===== config.mk =====
export PLATFORM = sky130hd
export DESIGN_NAME = servo_pos_bank_flat
export DESIGN_NICKNAME = d
export VERILOG_FILES = /design/src/rtl/servo_pos_bank_if.sv /design/src/rtl/servo_pos_bank.sv /design/src/flat_wrapper.sv
export SDC_FILE = /design/constraint.sdc
export NUM_CORES = 1
export LEC_CHECK = 0
export ABC_CLOCK_PERIOD_IN_PS = 4019
export CAP_MARGIN = 0
export CORE_UTILIZATION = 62
export CTS_BUF_LIST = sky130_fd_sc_hd__clkbuf_4
export CTS_CLUSTER_DIAMETER = 40
export DETAILED_ROUTE_END_ITERATION = 10
export PLACE_DENSITY_LB_ADDON = 0.3
export SLEW_MARGIN = 20
export SYNTH_ARGS = -nofsm -noshare
export SYNTH_HDL_FRONTEND = slang
export SYNTH_SLANG_ARGS = --single-unit

===== constraint.sdc =====
create_clock -name clk -period 4.02 [get_ports clk]
set_input_delay 0.402 -clock clk [delete_from_list [all_inputs] [get_ports clk]]
set_output_delay 0.402 -clock clk [all_outputs]
set_load 0.01 [all_outputs]

===== src/rtl/servo_pos_bank_if.sv =====
// rtl/servo_pos_bank_if.sv - host/PWM-side bundle for the servo position bank
// Signals:
//   servo_num, servo_pos, new_pos   shadow-bank write request
//   commit                          request shadow->target transfer at next frame
//   frame_sync                      one-cycle start-of-frame pulse from the PWM side
//   pos_buffer                      slew-limited positions, channel i at [i*POS_WIDTH +: POS_WIDTH]
//   pending, moving, idx_err        status
// Modports: master drives requests and observes status; slave is the bank itself.
interface servo_pos_bank_if #(
  parameter int NUM_SERVOS = 8,
  parameter int POS_WIDTH  = 8,
  parameter int IDX_WIDTH  = 6
);
  logic [IDX_WIDTH-1:0]            servo_num;
  logic [POS_WIDTH-1:0]            servo_pos;
  logic                            new_pos;
  logic                            commit;
  logic                            frame_sync;
  logic [POS_WIDTH*NUM_SERVOS-1:0] pos_buffer;
  logic                            pending;
  logic                            moving;
  logic                            idx_err;

  modport master (
    output servo_num, servo_pos, new_pos, commit, frame_sync,
    input  pos_buffer, pending, moving, idx_err
  );

  modport slave (
    input  servo_num, servo_pos, new_pos, commit, frame_sync,
    output pos_buffer, pending, moving, idx_err
  );
endinterface


===== src/rtl/servo_pos_bank.sv =====
// rtl/servo_pos_bank.sv - double-buffered servo position store with per-frame slew limiting
// Ports:
//   clk  in   system clock, rising edge
//   rst  in   asynchronous active-low reset
//   bus  slave servo_pos_bank_if: writes, commit and frame_sync in; positions and status out
// Writes land in the shadow bank; a commit moves the whole shadow bank into the
// target bank on the next frame_sync. On every frame_sync each output steps
// toward its (pre-transfer) target by at most MAX_STEP counts.
module servo_pos_bank #(
  parameter int NUM_SERVOS = 8,
  parameter int POS_WIDTH  = 8,
  parameter int IDX_WIDTH  = 6,
  parameter int MAX_STEP   = 4,
  parameter int RESET_POS  = 128
) (
  input  logic            clk,
  input  logic            rst,
  servo_pos_bank_if.slave bus
);

  localparam logic [POS_WIDTH-1:0] RST_VAL   = POS_WIDTH'(RESET_POS);
  localparam logic [POS_WIDTH-1:0] STEP_VAL  = POS_WIDTH'(MAX_STEP);
  localparam logic [POS_WIDTH:0]   STEP_WIDE = (POS_WIDTH+1)'(MAX_STEP);
  // One extra bit so NUM_SERVOS = 2^IDX_WIDTH is representable.
  localparam logic [IDX_WIDTH:0]   NUM_WIDE  = (IDX_WIDTH+1)'(NUM_SERVOS);

  logic [POS_WIDTH-1:0] shadow_q [NUM_SERVOS];
  logic [POS_WIDTH-1:0] shadow_d [NUM_SERVOS];
  logic [POS_WIDTH-1:0] target_q [NUM_SERVOS];
  logic [POS_WIDTH-1:0] target_d [NUM_SERVOS];
  logic [POS_WIDTH-1:0] out_q    [NUM_SERVOS];
  logic [POS_WIDTH-1:0] out_d    [NUM_SERVOS];

  logic pending_q, pending_d;
  logic moving_q,  moving_d;
  logic idx_err_q, idx_err_d;

  logic wr_ok;
  logic transfer;

  logic [POS_WIDTH*NUM_SERVOS-1:0] pos_flat;

  // Control: write qualification, transfer decision, commit bookkeeping.
  always_comb begin
    wr_ok     = bus.new_pos && ({1'b0, bus.servo_num} < NUM_WIDE);
    // A commit arriving together with frame_sync transfers immediately.
    transfer  = bus.frame_sync && (pending_q || bus.commit);
    pending_d = transfer ? 1'b0 : (pending_q || bus.commit);
    idx_err_d = bus.new_pos && !wr_ok;
  end

  // Shadow and target banks. The transfer copies shadow_q, so a write in the
  // same cycle only reaches the shadow bank.
  always_comb begin
    for (int i = 0; i < NUM_SERVOS; i++) begin
      shadow_d[i] = shadow_q[i];
      if (wr_ok && (bus.servo_num == IDX_WIDTH'(i))) begin
        shadow_d[i] = bus.servo_pos;
      end
      target_d[i] = transfer ? shadow_q[i] : target_q[i];
    end
  end

  // Slew stage. Works against target_q, i.e. the target in force before any
  // transfer at this edge, so a new batch starts moving one frame later.
  always_comb begin
    logic signed [POS_WIDTH:0] diff;
    logic        [POS_WIDTH:0] mag;
    for (int i = 0; i < NUM_SERVOS; i++) begin
      // Zero-extend both operands into POS_WIDTH+1 bits: the difference cannot overflow.
      diff     = $signed({1'b0, target_q[i]}) - $signed({1'b0, out_q[i]});
      mag      = diff[POS_WIDTH] ? $unsigned(-diff) : $unsigned(diff);
      out_d[i] = out_q[i];
      if (bus.frame_sync) begin
        if ((MAX_STEP == 0) || (mag <= STEP_WIDE)) begin
          out_d[i] = target_q[i];
        end else if (diff[POS_WIDTH]) begin
          out_d[i] = out_q[i] - STEP_VAL;
        end else begin
          out_d[i] = out_q[i] + STEP_VAL;
        end
      end
    end
  end

  // moving is a registered view of the current out/target mismatch.
  always_comb begin
    moving_d = 1'b0;
    for (int i = 0; i < NUM_SERVOS; i++) begin
      if (out_q[i] != target_q[i]) begin
        moving_d = 1'b1;
      end
    end
  end

  always_ff @(posedge clk or negedge rst) begin
    if (!rst) begin
      for (int i = 0; i < NUM_SERVOS; i++) begin
        shadow_q[i] <= RST_VAL;
        target_q[i] <= RST_VAL;
        out_q[i]    <= RST_VAL;
      end
      pending_q <= 1'b0;
      moving_q  <= 1'b0;
      idx_err_q <= 1'b0;
    end else begin
      for (int i = 0; i < NUM_SERVOS; i++) begin
        shadow_q[i] <= shadow_d[i];
        target_q[i] <= target_d[i];
        out_q[i]    <= out_d[i];
      end
      pending_q <= pending_d;
      moving_q  <= moving_d;
      idx_err_q <= idx_err_d;
    end
  end

  always_comb begin
    pos_flat = '0;
    for (int i = 0; i < NUM_SERVOS; i++) begin
      pos_flat[i*POS_WIDTH +: POS_WIDTH] = out_q[i];
    end
  end

  assign bus.pos_buffer = pos_flat;
  assign bus.pending    = pending_q;
  assign bus.moving     = moving_q;
  assign bus.idx_err    = idx_err_q;

endmodule


===== src/flat_wrapper.sv =====
// flat-port wrapper written by rule: the top's interface ports become plain ports
module servo_pos_bank_flat 
#(
  parameter int NUM_SERVOS = 8,
  parameter int POS_WIDTH  = 8,
  parameter int IDX_WIDTH  = 6,
  parameter int MAX_STEP   = 4,
  parameter int RESET_POS  = 128
)
  (clk, rst, bus_servo_num, bus_servo_pos, bus_new_pos, bus_commit, bus_frame_sync, bus_pos_buffer, bus_pending, bus_moving, bus_idx_err);
  servo_pos_bank_if #(.NUM_SERVOS(NUM_SERVOS), .POS_WIDTH(POS_WIDTH), .IDX_WIDTH(IDX_WIDTH)) bus_i ();
  input  logic clk;
  input  logic rst;
  input wire logic [$bits(bus_i.servo_num)-1:0] bus_servo_num;
  input wire logic [$bits(bus_i.servo_pos)-1:0] bus_servo_pos;
  input wire logic [$bits(bus_i.new_pos)-1:0] bus_new_pos;
  input wire logic [$bits(bus_i.commit)-1:0] bus_commit;
  input wire logic [$bits(bus_i.frame_sync)-1:0] bus_frame_sync;
  output wire logic [$bits(bus_i.pos_buffer)-1:0] bus_pos_buffer;
  output wire logic [$bits(bus_i.pending)-1:0] bus_pending;
  output wire logic [$bits(bus_i.moving)-1:0] bus_moving;
  output wire logic [$bits(bus_i.idx_err)-1:0] bus_idx_err;
  assign bus_i.servo_num = bus_servo_num;
  assign bus_i.servo_pos = bus_servo_pos;
  assign bus_i.new_pos = bus_new_pos;
  assign bus_i.commit = bus_commit;
  assign bus_i.frame_sync = bus_frame_sync;
  assign bus_pos_buffer = bus_i.pos_buffer;
  assign bus_pending = bus_i.pending;
  assign bus_moving = bus_i.moving;
  assign bus_idx_err = bus_i.idx_err;
  servo_pos_bank #(.NUM_SERVOS(NUM_SERVOS), .POS_WIDTH(POS_WIDTH), .IDX_WIDTH(IDX_WIDTH), .MAX_STEP(MAX_STEP), .RESET_POS(RESET_POS)) u_core (.clk(clk), .rst(rst), .bus(bus_i));
endmodule

Yosys cells after proc, flatten, opt, wreduce, memory -nomap -nowiden

Cells that the tools add are included.

$add $sub $neg: 32
Equality and inequality tests: 15
Reductions and logical operators: 14
Muxes and demuxes: 33
Magnitude comparators: 9

Operators with widths:

| cell                                                                         | number |
|---|---|
| 8-bit two-way mux                                                            | 16 |
| 9-bit by 3-bit <= comparator with 1-bit output, second input constant        | 8 |
| 9-bit two-way mux                                                            | 8 |
| 9-bit negation                                                               | 8 |
| 8-bit by 8-bit subtractor with 9-bit output                                  | 8 |
| 8-bit by 3-bit adder with 8-bit output, second input constant                | 8 |
| 8-bit inequality test                                                        | 8 |
| 8-bit by 3-bit subtractor with 8-bit output, second input constant           | 8 |
| 6-bit by 3-bit == test with 1-bit output, second input constant              | 4 |
| 6-bit by 2-bit == test with 1-bit output, second input constant              | 2 |
| 1-bit logical AND                                                            | 11 |
| 1-bit two-way mux                                                            | 9 |
| 6-bit by 1-bit == test with 1-bit output, second input constant              | 1 |
| 6-bit zero test                                                              | 1 |
| 6-bit by 4-bit less-than comparator with 1-bit output, second input constant | 1 |
| 1-bit zero test                                                              | 1 |
| 1-bit logical OR                                                             | 1 |

Output and inout bits: 67
Input bits: 19
Word-level logic and storage cells: 130
Register bits after elaboration: 195

Depth between registers and ports, before layout

Word-level depth: 9
Gate-level depth with buffers: 18
Gate-level depth less buffers: 17

Worst setup path before layout

OpenSTA, ideal clock, no wires.

Path kind: reg2reg
Start point: reg u_core.out_q (netlist bit u_core.bus.pos_buffer[16])
End point: reg u_core.out_q (netlist bit u_core.bus.pos_buffer[23])
Setup time: 0.068 ns
Period minus slack after synthesis: 3.497 ns
Data required time: 3.952 ns
Arrival time: 3.429 ns
Stages on the path, launching flop included: 18
Buffers on the path: 1
Setup slack: 0.523 ns
Cells stage by stage: dfrtp_1 -> ha_1 -> inv_1 -> fa_1 -> a211o_1 -> a21oi_1 -> o21ai_0 -> and2_1 -> clkbuf_1 -> inv_1 -> ha_1 -> a21o_1 -> a21oi_1 -> o21ai_0 -> xor2_1 -> or3_1 -> o221ai_1 -> nand4bb_1

Cells in the longest elaborated chain, start to end: 5
Elaborated cells between the ends (all ways): 8

Ends and longest elaborated chain:

| element                                        | line                  | RTL |
|---|---|---|
| start: declaration                             | servo_pos_bank.sv:31  | `logic [POS_WIDTH-1:0] out_q [NUM_SERVOS];` |
| start signal: indexed assignment               | servo_pos_bank.sv:110 | `out_q[i] <= out_d[i];` |
| 8-bit by 8-bit subtractor with 9-bit output    | servo_pos_bank.sv:71  | `diff = $signed({1'b0, target_q[i]}) - $signed({1'b0, out_q[i]});` |
| 9-bit negation                                 | servo_pos_bank.sv:72  | `mag = diff[POS_WIDTH] ? $unsigned(-diff) : $unsigned(diff);` |
| 9-bit two-way mux                              | servo_pos_bank.sv:72  |  |
| 9-bit by 3-bit <= comparator with 1-bit output | servo_pos_bank.sv:75  | `if ((MAX_STEP == 0) \|\| (mag <= STEP_WIDE)) begin` |
| 8-bit two-way mux *                            | servo_pos_bank.sv:75  |  |

Mark *: on every way between the ends. The rest lies on a longest branch, timed or not.
A chain may end at the register's enable or synchronous reset.

Worst setup path in the final report

Start point: reg u_core.target_q[48] (netlist bit)
End point: reg u_core.out_q (netlist bit u_core.bus.pos_buffer[9])

Cells in the longest elaborated chain, start to end: 5
Elaborated cells between the ends (all ways): 6

Ends and longest elaborated chain:

| element                                        | line                  | RTL |
|---|---|---|
| start: declaration                             | servo_pos_bank.sv:29  | `logic [POS_WIDTH-1:0] target_q [NUM_SERVOS];` |
| start signal: indexed assignment               | servo_pos_bank.sv:109 | `target_q[i] <= target_d[i];` |
| 8-bit by 8-bit subtractor with 9-bit output *  | servo_pos_bank.sv:71  |  |
| 9-bit negation                                 | servo_pos_bank.sv:72  |  |
| 9-bit two-way mux                              | servo_pos_bank.sv:72  |  |
| 9-bit by 3-bit <= comparator with 1-bit output | servo_pos_bank.sv:75  |  |
| 8-bit two-way mux *                            | servo_pos_bank.sv:75  |  |

Marks and branches as above.

==> metrics <==
critical path type=flip-flop to flip-flop; clk_skew=around 0.015 ns; Adder-Cell Fraction of Synth Area=11.65%; vias in the first global route=around 11000; DIE HEIGHT=151.8 um; synth unique cells=81; Residual DRC=0; total CTS buffers=17; Slew @ Worst Pin=0.9063 ns; CTS tree=done; Setup Viol. Count Final=0; DRT antenna net count=0; DP Wirelength=25310 um; unrepaired setup endpoints after global routing=no; leading area contributor after synthesis=dfrtp_1; HP Class=input pin to flip-flop; antenna violations before repair=3; register clock-pin slew on the reported worst setup and hold paths=0.15 ns; synth top area cells=dfrtp_1 31%, mux2_2 11%, ha_1 9.4%; PnR worst setup slack=0.2701 ns; xor/xnor share of the synthesized area=4.344%; Rows=54; synthesized flop and latch total=195; Post-Synthesis Cells=about 1400; Synth top area share=30.76%; Post-Syn Nets=1548; overall power=13.27 mW; arrival time at the worst endpoint=between 4 and 5 ns; share of cells above drive strength 1=17.11%; area of the mapped netlist=0.01391 mm^2; clk sinks=195; first-pass GRT wire length=55840 um; CORE AREA=0.02189 mm^2; crit-path cells=inv_1, ha_1, inv_1, fa_1, a211oi_4, nor3_1, or3_1, o21ai_0, nand3_1, or3_1, nor3_1, mux2_2; Post-synth top cells=171 x dfrtp_1, 142 x mux2_2, 114 x inv_1; largest family of logic cells by synthesized area=compound AO/OA/AOI/OAI gates; Max clock buf depth=2; Lkg Pwr=6.879 nW; crit share post-route=93.28%; starting utilization of the core area=63.56%; Synth Area in Compound Gates=17.33%; minimum clock period=~3.7 ns; simple-gate portion of the synthesized area=between 10 and 15%; Post-synth ARST share=100.0%; H-tree depth=4; remaining global-route overflow=0; Post-Syn Area per Cell=9.875 um^2; Cells after DPL=between 1500 and 2000; largest net degree at the start of global routing=between 90 and 100; pre-CTS WS=roughly 0.23 ns; cell with the most instances after synthesis=dfrtp_1; max-slew violations=0; DR pass1 iterations=5; Placer Congestion=0.9261; aggregate routed wire length=33830 um; die area=0.02304 mm^2; multiplexer area fraction after synthesis=12.37%; DR vias/cell=6.361; max_slew headroom=39.58%; gr usage total=29.87%; fin nets=1628; Finished Layout Cells=around 1800; I/O pin count=86; nature of the critical path endpoint=flip-flop; sequential-to-total area share from yosys stat=a little over a third; Crit path largest cell delay=a little over 0.5 ns; CP required=4.50 ns; Iteration-0 DRC Markers=627; Die W=roughly 150 um; Synth Warn #=0; Max Cap Violations=0; Cell Pwr Density=860.9 mW/mm^2; Slowest-stage cell, CP=or3_1; clk_lat worst skew=about 0.59 ns; Top delay family on crit path=simple AND/OR/NAND/NOR gates; P&R area growth vs syn=10.82%; Root Buffer=clkbuf_4; final core occ=70.43%; final setup TNS=0 ns; Post-synth EDFFs=0; Hold Vio Cnt, Final=0; CP Buf/Inv Count=2; via count=11340; fmax=266.7 MHz; I/O Buffers=85; startpoint types=flip-flop; VDD IR-drop max=0.0004543 V; leading register cell type out of synthesis=dfrtp_1; wire per inst=approximately 19 um; run status=finished clean; worst-path fanout max=7; # Post-CTS Setup Buffers=0
-- power breakdown --
group	internal (mW)	switching [mW]	leakage (nW)
Clock	0.496	0.674	0.161
Sequential	2.51	0.493	2.45
Combinational	4.03	5.07	4.26
Total	7.04	6.24	6.88
-- registers in the layout, indices dropped and copies added (netlist names) --
name / cells
u_core.bus.idx_err: 1
u_core.bus.moving: 1
u_core.bus.pending: 1
u_core.bus.pos_buffer: 64
u_core.shadow_q: 64
u_core.target_q: 64
-- worst reg2reg max path, delay by kind of cell, from the launching register on --
family | cells | cell delay (ns)
buffers and inverters | 2 | 0.11
AOI/OAI and AO/OA | 2 | 0.61
muxes | 1 | 0.38
and+or+nand+nor | 5 | 1.56
adders and majority gates | 2 | 0.58
DFF | 1 | 0.42
-- final timing paths --
path	from	end	slack (ns)	depth (start not counted)
min	bus_frame_sync	u_core.bus.pending	0.27	2
max in group asynchronous	rst	u_core.bus.pos_buffer[15]	2.49	3
max	u_core.target_q[48]	u_core.bus.pos_buffer[9]	0.27	12
max reg2reg	u_core.target_q[48]	u_core.bus.pos_buffer[9]	0.27	12
min reg2reg	u_core.shadow_q[11]	u_core.target_q[11]	0.51	1
min in group asynchronous	rst	u_core.bus.pos_buffer[59]	0.40	2
-- placed cells by master, fill, tap and decap left out, types with 7 or more instances in the layout --
cell,netlist,routed
o2111ai_1,18,18
nand3b_1,12,12
a21o_1,31,31
or3_1,19,19
or2_2,19,19
nor3_1,35,35
dfstp_2,24,24
fa_1,16,16
clkbuf_4,0,18
a21oi_1,58,58
o211ai_1,18,18
nand4_1,26,26
nor2b_1,18,18
buf_4,0,18
xor2_1,17,17
inv_1,114,112
clkdlybuf4s50_1,0,83
nand2_1,45,45
a31oi_1,37,37
dfrtp_1,171,171
o21bai_1,12,12
and2_1,9,8
nor2_1,63,63
nand3_1,65,65
a211oi_1,16,15
o21ai_1,8,8
nor4_1,7,7
xnor2_1,52,52
mux2_2,142,142
o21ai_0,50,49
and3_1,9,9
o21a_1,18,18
mux2i_1,11,11
ha_1,104,104
-- metrics by stage --
| stage | area, um^2 | hold slack, ns |
|---|---|---|
| floorplan | 13910 | 0.1064 |
| detailed placement | 15060 | 0.4894 |
| global placement | 15060 | 0.4810 |
| finish | 15420 | 0.2750 |
| CTS | 15390 | 0.2355 |
| global route | 15420 | 0.2730 |
-- final cells by class --
| cell class | count | area, um^2 |
|---|---|---|
| multi-input cells | 1057 | 8414 |
| fillers | 1689 | 6472 |
| flip-flops and latches | 195 | 4910 |
| repair buffers | 103 | 989.7 |
| inverters | 115 | 431.7 |
| well taps | 280 | 350.3 |
| clock inverters | 14 | 185.2 |
| clock buffers | 18 | 135.1 |
| diodes | 1 | 2.502 |
-- cell families (layout without fill, tap and decap cells) --
logic type / after synthesis / count (layout)
other: 0 / 1
buffers and inverters: 157 / 250
and+or+nand+nor: 369 / 369
AOI/OAI and AO/OA: 345 / 345
xor gates and xnor gates: 69 / 69
DFF: 195 / 195
muxes: 154 / 154
adders and majority gates: 120 / 120
-- metal layers --
metal,vias up,part of all wire [%],track usage [%]
li1,5396,-,-
met1,5558,44,39.80
met2,334,48,49.76
met3,54,6.0,4.307
met4,0,2.4,10.62
met5,-,0,0
-- repair_timing --
item                                    CTS  global route
endpoints found under the setup margin    0             6
hold endpoints to repair                 81             0
gates resized for setup                   0             7
hold buffers                              1             0
Note: power is estimated with default switching activity, not from simulation.
